**config.mk**
```make
export PLATFORM = sky130hd
export DESIGN_NAME = fifo_serial_transmitter
export DESIGN_NICKNAME = d
export VERILOG_FILES = /design/src/rtl/fifo_serial_transmitter_pkg.sv /design/src/rtl/fifo_serial_transmitter_baud_tick_generator.sv /design/src/rtl/fifo_serial_transmitter.sv
export SDC_FILE = /design/constraint.sdc
export NUM_CORES = 1
export LEC_CHECK = 0
export CAP_MARGIN = 20
export CORE_MARGIN = 2
export CORE_UTILIZATION = 53
export DETAILED_ROUTE_END_ITERATION = 16
export HOLD_SLACK_MARGIN = 0.06
export PLACE_DENSITY_LB_ADDON = 0.15
export SETUP_SLACK_MARGIN = 0.2
export SLEW_MARGIN = 20
export SYNTH_ARGS = -nofsm -noshare
export SYNTH_HDL_FRONTEND = slang
export SYNTH_SLANG_ARGS = --single-unit
```
**constraint.sdc**
```tcl
create_clock -name Clk_In -period 1.6 [get_ports Clk_In]
set_input_delay 0.16 -clock Clk_In [delete_from_list [all_inputs] [get_ports Clk_In]]
set_output_delay 0.16 -clock Clk_In [all_outputs]
set_load 0.01 [all_outputs]
```
**src/rtl/fifo_serial_transmitter_pkg.sv**
```systemverilog
// rtl/fifo_serial_transmitter_pkg.sv - shared types, defaults and helpers for the serial drain stage
package fifo_serial_transmitter_pkg;

  localparam int DEFAULT_DATA_WIDTH = 16;

  typedef enum logic [2:0] {
    IDLE   = 3'd0,
    FETCH  = 3'd1,
    LOAD   = 3'd2,
    START  = 3'd3,
    DATA   = 3'd4,
    PARITY = 3'd5,
    STOP   = 3'd6
  } tx_state_e;

  function automatic int clog2(input int value);
    int result;
    result = 0;
    while ((1 << result) < value) result++;
    return result;
  endfunction

endpackage

```
**src/rtl/fifo_serial_transmitter_baud_tick_generator.sv**
```systemverilog
// rtl/fifo_serial_transmitter_baud_tick_generator.sv - free-running bit-period counter with one-cycle tick
module baud_tick_generator
  import fifo_serial_transmitter_pkg::*;
#(
  parameter int CLKS_PER_BIT = 4
) (
  input  logic clk_i,
  input  logic rst_n_i,
  input  logic clear_i,
  input  logic enable_i,
  output logic tick_o
);

  localparam int CNT_W = clog2(CLKS_PER_BIT);
  localparam logic [CNT_W-1:0] LAST_COUNT = CNT_W'(CLKS_PER_BIT - 1);

  logic [CNT_W-1:0] count_q, count_d;

  always_comb begin
    count_d = count_q;
    if (clear_i) begin
      count_d = '0;
    end else if (enable_i) begin
      count_d = (count_q == LAST_COUNT) ? '0 : count_q + CNT_W'(1);
    end
  end

  assign tick_o = enable_i && !clear_i && (count_q == LAST_COUNT);

  always_ff @(posedge clk_i or negedge rst_n_i) begin
    if (!rst_n_i) begin
      count_q <= '0;
    end else begin
      count_q <= count_d;
    end
  end

endmodule

```
**src/rtl/fifo_serial_transmitter.sv**
```systemverilog
// rtl/fifo_serial_transmitter.sv - pops FIFO words and shifts them out as start/data/parity/stop frames
module fifo_serial_transmitter
  import fifo_serial_transmitter_pkg::*;
#(
  parameter int DATA_WIDTH   = DEFAULT_DATA_WIDTH,
  parameter int CLKS_PER_BIT = 4,
  parameter bit PARITY_EN    = 1'b1
) (
  input  logic                  Clk_In,
  input  logic                  Reset_In,
  input  logic                  Fifo_Empty_In,
  input  logic [DATA_WIDTH-1:0] Fifo_Data_In,
  output logic                  Fifo_Read_Enable_Out,
  input  logic                  Tx_Enable_In,
  output logic                  Serial_Out,
  output logic                  Busy_Out,
  output logic                  Frame_Done_Out
);

  localparam int BIT_W = clog2(DATA_WIDTH + 1);
  localparam logic [BIT_W-1:0] LAST_BIT = BIT_W'(DATA_WIDTH - 1);

  tx_state_e             state_q, state_d;
  logic [DATA_WIDTH-1:0] shift_q, shift_d;
  logic [BIT_W-1:0]      bit_cnt_q, bit_cnt_d;
  logic                  parity_q, parity_d;
  logic                  baud_clear, baud_enable, bit_tick;

  baud_tick_generator #(
    .CLKS_PER_BIT(CLKS_PER_BIT)
  ) u_baud (
    .clk_i   (Clk_In),
    .rst_n_i (Reset_In),
    .clear_i (baud_clear),
    .enable_i(baud_enable),
    .tick_o  (bit_tick)
  );

  always_ff @(posedge Clk_In or negedge Reset_In) begin
    if (!Reset_In) begin
      state_q   <= IDLE;
      shift_q   <= '0;
      bit_cnt_q <= '0;
      parity_q  <= 1'b0;
    end else begin
      state_q   <= state_d;
      shift_q   <= shift_d;
      bit_cnt_q <= bit_cnt_d;
      parity_q  <= parity_d;
    end
  end

  always_comb begin
    state_d   = state_q;
    shift_d   = shift_q;
    bit_cnt_d = bit_cnt_q;
    parity_d  = parity_q;
    unique case (state_q)
      IDLE:  if (Tx_Enable_In && !Fifo_Empty_In) state_d = FETCH;
      FETCH: state_d = LOAD;
      LOAD: begin
        // Read data arrives the cycle after the pop issued in FETCH.
        shift_d   = Fifo_Data_In;
        parity_d  = ^Fifo_Data_In;
        bit_cnt_d = '0;
        state_d   = START;
      end
      START: if (bit_tick) state_d = DATA;
      DATA: begin
        if (bit_tick) begin
          shift_d   = shift_q >> 1;
          bit_cnt_d = bit_cnt_q + BIT_W'(1);
          if (bit_cnt_q == LAST_BIT) begin
            if (PARITY_EN) state_d = PARITY;
            else           state_d = STOP;
          end
        end
      end
      PARITY: if (bit_tick) state_d = STOP;
      STOP:   if (bit_tick) state_d = IDLE;
      default: state_d = IDLE;
    endcase
  end

  always_comb begin
    Busy_Out             = (state_q != IDLE);
    Fifo_Read_Enable_Out = (state_q == FETCH);
    Frame_Done_Out       = (state_q == STOP) && bit_tick;
    baud_clear           = (state_q == LOAD);
    baud_enable          = state_q inside {START, DATA, PARITY, STOP};
    Serial_Out           = 1'b1;
    case (state_q)
      START:   Serial_Out = 1'b0;
      DATA:    Serial_Out = shift_q[0];
      PARITY:  Serial_Out = parity_q;
      default: Serial_Out = 1'b1;
    endcase
  end

endmodule
```
After elaboration in Yosys (flattened, before gate mapping)
Index checks and enable logic that the tools add are counted.
{ "totals": {"register_bits": 27, "input_bits": 20, "out_inout_bits": 4, "wordCells": 50} }
{ "classes": {"n_addsub": 2, "eq_ne": 14, "n_mux": 15, "reduce_logical": 14} }
{ "op_table": {"columns": ["op", "n"], "rows": [
  ["$pmux W16 S2", 1],
  ["$pmux W3 S7", 1],
  ["$mux W3", 6],
  ["$mux W16", 1],
  ["$reduce_xor A16 Y1", 1],
  ["$ne A2 B2 Y1 const B", 6],
  ["$pmux W5 S2", 1],
  ["$eq A3 B3 Y1 const B", 3],
  ["$eq A3 B2 Y1 const B", 2],
  ["$mux W2", 3],
  ["$reduce_and A6 Y1", 1],
  ["$add A5 B1 Y5 const B", 1],
  ["$eq A5 B4 Y1 const B", 1],
  ["$mux W5", 1],
  ["$logic_and A1 B1 Y1", 4],
  ["$reduce_bool A2 Y1", 2],
  ["$reduce_bool A4 Y1", 1],
  ["$eq A3 B1 Y1 const B", 1],
  ["$logic_not A3 Y1", 1],
  ["$pmux W1 S3", 1],
  ["$reduce_bool A3 Y1", 1],
  ["$add A2 B1 Y2 const B", 1],
  ["$eq A2 B2 Y1 const B", 1],
  ["$logic_not A1 Y1", 2],
  ["$reduce_and A2 Y1", 1]
]} }

Depth between registers and ports, before layout
Gate-level depths: netlist of the first run.
{ "logic_depth": {"word_depth": 6, "depth_mapped": 7} }

By module
A second synthesis of the first run with hierarchy kept.
{ "unflattened": {"cells_unflattened": 163, "hier_area_um2": 1527.7} }
{ "by_module_without_submodules": {"columns": ["module", "instances", "cells_per_inst", "area_per_inst_um2"], "rows": [
  ["fifo_serial_transmitter", 1, 153, 1420.1],
  ["baud_tick_generator", 1, 10, 107.6]
]} }

Worst setup path after synthesis of the first run
OpenSTA, ideal clock, no wires.
{ "synth_path": {"path_type": "flip-flop to flip-flop", "from": "reg u_baud.count_q[0]", "to": "reg state_q[1]", "setup_time_ns": 0.077, "arrival_ns": 1.293, "path_slack_ns": 0.229, "path_stages_with_launch": 6, "path_buffers": 1, "period_less_slack_ns": 1.371, "cell_sequence": "dfrtp_1 ha_1 buf_2 nor2b_1 or2_2 a21oi_1"} }
{ "synth_between": {"elab_chain_len": 4} }
{ "synth_lines": {"columns": ["item", "line", "text"], "rows": [
  ["start: declaration", "fifo_serial_transmitter_baud_tick_generator.sv:17", "logic [CNT_W-1:0] count_q, count_d;"],
  ["start signal: assignment", "fifo_serial_transmitter_baud_tick_generator.sv:34", "count_q <= count_d;"],
  ["$eq A2 B2 Y1 (*)", "fifo_serial_transmitter_baud_tick_generator.sv:28", "assign tick_o = enable_i && !clear_i && (count_q == LAST_COUNT);"],
  ["$logic_and A1 B1 Y1 (*)", "fifo_serial_transmitter_baud_tick_generator.sv:28", null],
  ["$ne A2 B2 Y1 (no source line)", null, null],
  ["$reduce_and A6 Y1 (no source line) (*)", null, null],
  ["end signal: assignment", "fifo_serial_transmitter.sv:46", "state_q <= state_d;"],
  ["end: declaration", "fifo_serial_transmitter.sv:23", "tx_state_e state_q, state_d;"]
]} }
Mark *: on every way between the ends. The rest lies on a longest branch, timed or not.
A chain may end at the register's enable or synchronous reset.

Worst setup path after layout of the first run
{ "layout_path": {"from": "reg state_q[1]", "to": "reg shift_q[1]"} }
{ "layout_between": {"elab_chain_len": 6} }
{ "layout_lines": {"columns": ["item", "line", "text"], "rows": [
  ["$eq A3 B2 Y1 (tied with other cells)", "fifo_serial_transmitter.sv:90", "baud_enable = state_q inside {START, DATA, PARITY, STOP};"],
  ["$reduce_bool A4 Y1 or $logic_not A1 Y1 (tied branches)", "fifo_serial_transmitter.sv:90, fifo_serial_transmitter_baud_tick_generator.sv:28", null],
  ["$logic_and A1 B1 Y1 (2 in a row)", "fifo_serial_transmitter_baud_tick_generator.sv:28", null],
  ["$ne A2 B2 Y1 (no source line)", null, null],
  ["$reduce_and A2 Y1 (no source line)", null, null],
  ["end signal: assignment", "fifo_serial_transmitter.sv:47", "shift_q <= shift_d;"],
  ["end: declaration", "fifo_serial_transmitter.sv:24", "logic [DATA_WIDTH-1:0] shift_q, shift_d;"]
]} }
Several ways; a longest one is shown, not always the timed one.

==> impl_metrics.ini, run 1 <==
[clock_network]
clk_latency_ns = 0.33
cts_buffer_depth = 2
cts_buffers = 3
cts_sinks = 27
htreeDepth = 1
root_buffer = clkbuf_4
hold_buffers = 0
clkSlewWorstSetupHoldPaths_ns = 0.15
cts_tree = done

[grt]
grt_max_degree = 28
antenna_found_initial = 0
grt_use_total = 0.259
grt_pass1_wl_um = 7040
grt_pass1_vias = 1569
grt_overflow = 0

[placed_design]
dp_hpwl_um = 2440
io_buffers = 23
globalplace.congestion = 0.785
dp_cells = 233

[drt]
routedWlPerCell_um = 20.5
routed_wl_um = 5700
drtAntennaViolNets = 0
drc = 0
vias = 1694
first_iter_violations = 177
via_per_inst = 6.09
drt-pass1-iter-count = 4

[synth]
synth.distinct_cells = 29
yosysSeqAreaShare = 0.419
synth_nets = 199
synth-simple-area-share = 0.145
synth.mux.area_fraction = 0.112
yosys.area_share.adder = 0.0233
yosysTopAreaCell = dfrtp_1
synth_area_per_cell_sq_um = 9.17
synthCells = 176
synth_compound_area_frac = 0.160
synth_top_family_by_area = compound AO/OA/AOI/OAI gates
yosysTopAreaCellShare = 0.419
synth-xor-area-share = 0.0814
yosys_warnings = 0
ys_ff_latch = 27
netlist_top_cells_area = dfrtp_1 42%, mux2i_1 11%, a21oi_1 8.7%
synthesis.area_sq_um = 1610

[final_layout]
syn_to_final_growth_pct = 65.0
finalNetCount = 269
fill_cells = 117
final_cell_mix = 33 x buf_4, 24 x dfrtp_1, 19 x clkdlybuf4s50_1
layout_commonest_cell = buf_4
antenna_cells = 0
multi_input_area_sq_um = 1180
seqCellArea_sq_um = 679
final_cells = 278
drive_gt1_frac = 0.522

[sta]
final.period_utilization = 1.02
fin_crit_ns = 1.63
maxSlewViolCount = 0
rsz0062_at_grt = yes
fmax_mhz = 613
hold_viol_final = 0
fin_ws_ns = -0.0314
tightestPinTransition_ns = 0.365
slew_headroom = 0.757
hold_ws_ns = 0.191
setup_tns_ns = -0.113
setup_viol = 7
clock-skew-final_ns = 0.00382

[outcome]
violations = setup timing
status = complete, but fails checks

[die]
die_area_sq_um = 3500
ios = 24
start_util = 0.542
die_x_um = 59.2
dieHeight_um = 59.2
core.rowCount = 20
coreArea_sq_um = 2980

[critical_path]
worstPathRequired_ns = 1.87
critical_path_class = reg2reg
startpoint_type = register
cp-end-kind = register
cp_data_arrival_time_ns = 1.90
path_max_fanout = 8

[flow_run]
max_cap_violations = 0

[power_and_ir_drop]
power_density_nw_per_um2 = 1830
finalPower_mw = 4.88
p_leak_nw = 1.07
peakVddDrop_mv = 1.12

[min_path]
hold_class = in2async
## synth_stat cells, drive strengths merged
cell	count
a31oi	2
nor2b	3
nand3b	1
xor2	2
xnor2	13
nor3	3
nand2b	1
and3	2
or2	1
nand2	5
nand4	1
a221oi	1
nor3b	1
o22ai	4
o21ai	10
inv	7
o21a	1
buf	9
clkbuf	2
dfrtp	27
ha	3
nor2	28
mux2i	18
a21oi	28
or3	1
a211oi	2
## path summary, 6_finish.rpt
| kind | startpoint | end | slack (ns) | cells after the start |
|---|---|---|---|---|
| min | Reset_In | bit_cnt_q[2] | 0.19 | 2 |
| min in group Clk_In | Fifo_Data_In[15] | shift_q[15] | 0.48 | 3 |
| max reg2reg | state_q[1] | shift_q[1] | -0.03 | 8 |
| min reg2reg | shift_q[8] | shift_q[8] | 0.57 | 2 |
| max | state_q[1] | shift_q[1] | -0.03 | 8 |
| max in group asynchronous | Reset_In | state_q[0] | 1.12 | 2 |
## per-stage QoR
step                       util  setup WS [ns]  instance area (sq um)
after floorplan               -          0.229                   1610
after global placement    0.640         0.0623                   1910
final                     0.894        -0.0314                   2660
after detailed placement  0.640         0.0571                   1910
after global routing      0.894        -0.0874                   2660
after CTS                 0.753         0.0371                   2240
## worst max-delay path, stage by stage (launching register included)
cell     delay [ns]
dfrtp_2        0.45
buf_6          0.14
buf_6          0.13
nor2b_4        0.12
mux2i_1        0.10
nor2_2         0.23
buf_6          0.23
nor2_2         0.06
a21oi_2        0.11
## timing repair
item / in CTS / in global routing
gates resized for setup: 44 / 93
endpoints found under the setup margin: 24 / 29
pin swaps: 12 / 21
setup buffers: 31 / 8
cloned: 2 / 0
## flip-flops by register name (all words and copies together) (netlist names)
name            count
bit_cnt_q           5
parity_q            1
shift_q            16
state_q             3
u_baud.count_q      2
## cells by family after synthesis
group	Yosys count
and+or+nand+nor	47
AOI/OAI and AO/OA	48
muxes	18
adders and majority gates	3
buffers and inverters	18
DFF	27
xor gates and xnor gates	15
## layout make-up
class | count | share of cell area
inverters | 7 | 0.0108
repair buffers | 76 | 0.265
multi-input cells | 131 | 0.444
clock buffers | 4 | 0.00987
well taps | 33 | 0.0155
flip-flops and latches | 27 | 0.255
## power by group
group,switching (mW),internal (mW)
Sequential,0.320,0.972
Combinational,1.64,1.64
Clock,0.211,0.0978
Total,2.17,2.71
## layer usage
layer,wire [um],global-route usage
met5,0,0
met4,142,0.0649
met3,283,0.0349
met2,2930,0.462
met1,2340,0.330
(Power assumes the default switching activity.)
==> run 2, diff against run 1 <==
PLACE_DENSITY = 0.75   (was not set)
PLACE_DENSITY_LB_ADDON = not set   (was 0.15)
==> impl_metrics.ini, run 2 (same netlist as run 1, synthesis figures left out) <==
[final_layout]
finalNetCount = 254
antenna_cells = 0
syn_to_final_growth_pct = 55.9
largest_reg_flops = 16
drive_gt1_frac = 0.383
top_register = shift_q
final_cell_mix = 24 x nor2_1, 24 x dfrtp_1, 19 x clkdlybuf4s50_1
reg_top3 = shift_q (16), bit_cnt_q (5), state_q (3)

[power_and_ir_drop]
p_sw_mw = 1.90
power_frac_clock = 0.069
power_density_nw_per_um2 = 1800
p_seq_frac = 0.269
p_sw_frac = 0.420
peakVddDrop_mv = 0.954
power_frac_comb = 0.662
p_leak_nw = 0.992
intPower_mw = 2.62

[die]
die_x_um = 59.2
ios = 24
start_util = 0.542
dieHeight_um = 59.2
core.rowCount = 20
die_area_sq_um = 3500
coreArea_sq_um = 2980

[critical_path]
worstPathRequired_ns = 1.82
slowest_stage = dfrtp_2
critical_path_class = reg2reg
cp_data_arrival_time_ns = 1.85
path_cells = buf_6 > buf_6 > buf_6 > nor2_8 > clkbuf_16 > mux2i_1 > a21oi_1
startpoint_type = register
cp-end-kind = register
cp_top_family = buffers and inverters
crit_buf_inv = 4
path_max_fanout = 5
ff2ff_setup_slack_ns = -0.03
cpPeakStageDelay_ns = 0.47
crit_top_cell = buf_6

[clock_network]
cts_tree = done
htreeDepth = 1
root_buffer = clkbuf_4
clk_latency_ns = 0.34
cts_buffers = 3
cts_buffer_depth = 2
clkSlewWorstSetupHoldPaths_ns = 0.16
cts_sinks = 27

[placed_design]
io_buffers = 23
dp_hpwl_um = 2440
globalplace.congestion = 0.852

[drt]
routed_wl_um = 4920
vias = 1545
routedWlPerCell_um = 18.7
first_iter_violations = 82
drc = 0
drt-pass1-iter-count = 4
via_per_inst = 5.87
drtAntennaViolNets = 0

[sta]
hold_viol_final = 0
fin_crit_ns = 1.63
setup_viol = 1
tightestPinTransition_ns = 0.361
slew_headroom = 0.759
final.period_utilization = 1.02
maxSlewViolCount = 0
rsz0062_at_grt = yes
fin_ws_ns = -0.0253
fmax_mhz = 615
setup_tns_ns = -0.0253
clock-skew-final_ns = 0.0209
hold_ws_ns = 0.163

[grt]
grt_use_total = 0.260
grt_overflow = 0
antenna_found_initial = 0
grt_pass1_wl_um = 6800
grt_pass1_vias = 1498
grt_max_degree = 28

[flow_run]
max_cap_violations = 0

[outcome]
status = complete, but fails checks
violations = setup timing

[min_path]
hold_class = in2async
-- run 2: power by group through the flow --
stage                     logic [mW]  clock network (mW)  registers [mW]
after floorplan                 1.20                   0            1.10
after global placement          1.62                   0            1.18
after detailed placement        1.69                   0            1.20
after CTS                       2.33               0.319            1.15
after global routing            3.19               0.349            1.24
final                           2.99               0.312            1.22
-- run 2: layout make-up --
type | instances | area (sq um)
inverter | 7 | 26.3
sequential | 27 | 679
clock buffer | 3 | 22.5
tap | 33 | 41.3
multi-input combinational | 131 | 1070
clock inverter | 1 | 7.51
timing repair buffer | 61 | 666
fill | 157 | 462
-- run 2: path summary, 6_finish.rpt --
kind	startpoint	endpoint	cells after the start
worst max-delay path	state_q[1]	shift_q[14]	7
worst min-delay path	Reset_In	shift_q[0]	2
max in group asynchronous	Reset_In	state_q[2]	2
worst max register to register	state_q[1]	shift_q[14]	7
min in group Clk_In	Fifo_Data_In[15]	shift_q[15]	3
worst min register to register	shift_q[1]	shift_q[1]	2
-- run 2: layer usage --
layer	GRT usage	routed length, um
met2	0.471	2690
met5	0	0
met4	0.101	137
met1	0.316	1910
met3	0.0240	185
-- run 2: through the flow --
stage                     worst slack [ns]  cells  area, sq um   util  power, mW
final                              -0.0253    263         2520  0.845       4.52
after global routing               -0.0588    263         2520  0.845       4.77
after CTS                           0.0376    256         2230  0.749       3.80
after detailed placement            0.0428    236         1940  0.652       2.89
after global placement              0.0789    236         1940  0.652       2.81
after floorplan                      0.229    176         1610      -       2.30
-- run 2: repair_timing --
| action | in CTS | in global routing |
|---|---|---|
| buffers inserted | 15 | 5 |
| gates resized for setup | 46 | 42 |
| hold buffers | 0 | 0 |
| pin swaps | 5 | 22 |
| gates cloned | 1 | 2 |
| setup endpoints to repair | 23 | 29 |
==> run 3, diff against run 2 <==
CORE_UTILIZATION = 47   (was 53)
CTS_BUF_LIST = sky130_fd_sc_hd__clkbuf_4 sky130_fd_sc_hd__clkbuf_8   (was not set)
PLACE_DENSITY = 0.68   (was 0.75)
==> impl_metrics.ini, run 3 (same netlist as run 1, synthesis figures left out) <==
[grt]
grt_max_degree = 28
grt_pass1_wl_um = 7420
antenna_found_initial = 0
grt.busiest_layer = met2
grt_use_total = 0.240
grt_overflow = 0
grt_use_met2 = 0.430
grt_use_met1 = 0.281
use_met3 = 0.0342
grt_pass1_vias = 1604

[sta]
fin_ws_ns = -0.00182
rsz0062_at_grt = yes
slew_headroom = 0.760
hold_viol_final = 0
hold_ws_ns = 0.167
maxSlewViolCount = 0
fin_crit_ns = 1.60
setup_viol = 1
fmax_mhz = 624
clock-skew-final_ns = 0.00849
tightestPinTransition_ns = 0.360
final.period_utilization = 1.00

[clock_network]
root_buffer = clkbuf_4
cts_buffers = 3
cts_tree = done
htreeDepth = 1
cts_buffer_depth = 2
clk_latency_ns = 0.34
cts_sinks = 27
hold_buffers = 0
clkSlewWorstSetupHoldPaths_ns = 0.16

[power_and_ir_drop]
power_density_nw_per_um2 = 1780
peakVddDrop_mv = 1.00
p_seq_frac = 0.264
power_frac_clock = 0.068
p_sw_mw = 1.99
p_sw_frac = 0.421
intPower_mw = 2.73
power_frac_comb = 0.668
p_leak_nw = 1.05

[critical_path]
crit_top_cell = buf_12
worstPathRequired_ns = 1.85
startpoint_type = register
crit_buf_inv = 3
ff2ff_setup_slack_ns = -0.002
cpPeakStageDelay_ns = 0.47
critical_path_class = reg2reg
path_max_fanout = 6
path_cells = buf_6 > nand2b_4 > buf_12 > nor2_8 > buf_12 > mux2i_2 > a21oi_2
cp_data_arrival_time_ns = 1.85
cp_top_family = flip-flops
cp-end-kind = register
slowest_stage = dfrtp_2

[placed_design]
globalplace.congestion = 0.826
dp_hpwl_um = 2490
place_area_sq_um = 1940
io_buffers = 23

[drt]
drt-pass1-iter-count = 4
via_per_inst = 5.73
routedWlPerCell_um = 19.2
drtAntennaViolNets = 0
vias = 1617
drc = 0
routed_wl_um = 5410
first_iter_violations = 105

[die]
die_area_sq_um = 3920
ios = 24
dieHeight_um = 62.6
coreArea_sq_um = 3310
start_util = 0.488
core.rowCount = 21
die_x_um = 62.6

[flow_run]
max_cap_violations = 0

[outcome]
status = complete, but fails checks
violations = setup timing

[final_layout]
syn_to_final_growth_pct = 64.1
final_cell_area_sq_um = 2650
layout_commonest_cell = dfrtp_1
reg_top3 = shift_q (16), bit_cnt_q (5), state_q (3)
finalNetCount = 260
final_cell_mix = 25 x dfrtp_1, 23 x buf_4, 21 x nor2_1
fill_cells = 205
top_register = shift_q
largest_reg_flops = 16
drive_gt1_frac = 0.449
antenna_cells = 0
postLayoutCoreUtil = 0.800

[min_path]
hold_class = in2async
[run 3: changes by cell type in the layout (fill, tap and decap cells not counted), sizes merged]
cell / before / now
clkinv: 0 / 1
clkinvlp: 1 / 0
buf: 40 / 46
[run 3: area by class of cell]
cell class                 instances  area [sq um]  area share
multi-input combinational        131          1120       0.424
timing repair buffer              67           736       0.278
sequential                        27           678       0.256
tap                               46          57.6      0.0217
inverter                           7          26.3     0.00992
clock buffer                       3          22.5     0.00850
clock inverter                     1          5.00     0.00189
[run 3: metrics by stage]
step | cells | total power [mW] | setup WS, ns | setup TNS [ns]
5_1_grt | 282 | 4.95 | -0.0518 | -0.508
2_1_floorplan | 176 | 2.30 | 0.229 | 0
3_3_place_gp | 247 | 2.80 | 0.0633 | 0
6_report | 282 | 4.72 | -0.00182 | -0.00182
4_1_cts | 276 | 4.01 | 0.0724 | 0
3_5_place_dp | 247 | 2.87 | -0.0100 | -0.0100
[run 3: path summary, 6_finish.rpt]
check	startpoint	to	cells past startpoint
hold reg to reg	shift_q[2]	shift_q[2]	2
setup reg to reg	state_q[0]	shift_q[5]	7
min in group Clk_In	Fifo_Data_In[15]	shift_q[15]	3
hold / removal	Reset_In	bit_cnt_q[2]	2
setup / recovery	state_q[0]	shift_q[5]	7
max in group asynchronous	Reset_In	state_q[0]	2
[run 3: power groups by stage]
stage	combinational [mW]	clock [mW]	sequential (mW)
after floorplan	1.20	0	1.10
after CTS	2.55	0.307	1.16
after global placement	1.62	0	1.18
after detailed placement	1.68	0	1.19
final	3.15	0.321	1.25
after global routing	3.33	0.354	1.26
[run 3: metal layers]
metal	wire (um)	share of wire
met1	2090	0.39
met2	2900	0.53
met3	246	0.045
met4	180	0.033
met5	0	0
[run 3: repair_timing]
action                                  4_1_cts  5_1_grt
buffers inserted                             23        4
gates resized for setup                      50       53
pin swaps                                     7       21
cloned                                        2        2
endpoints found under the setup margin       24       29
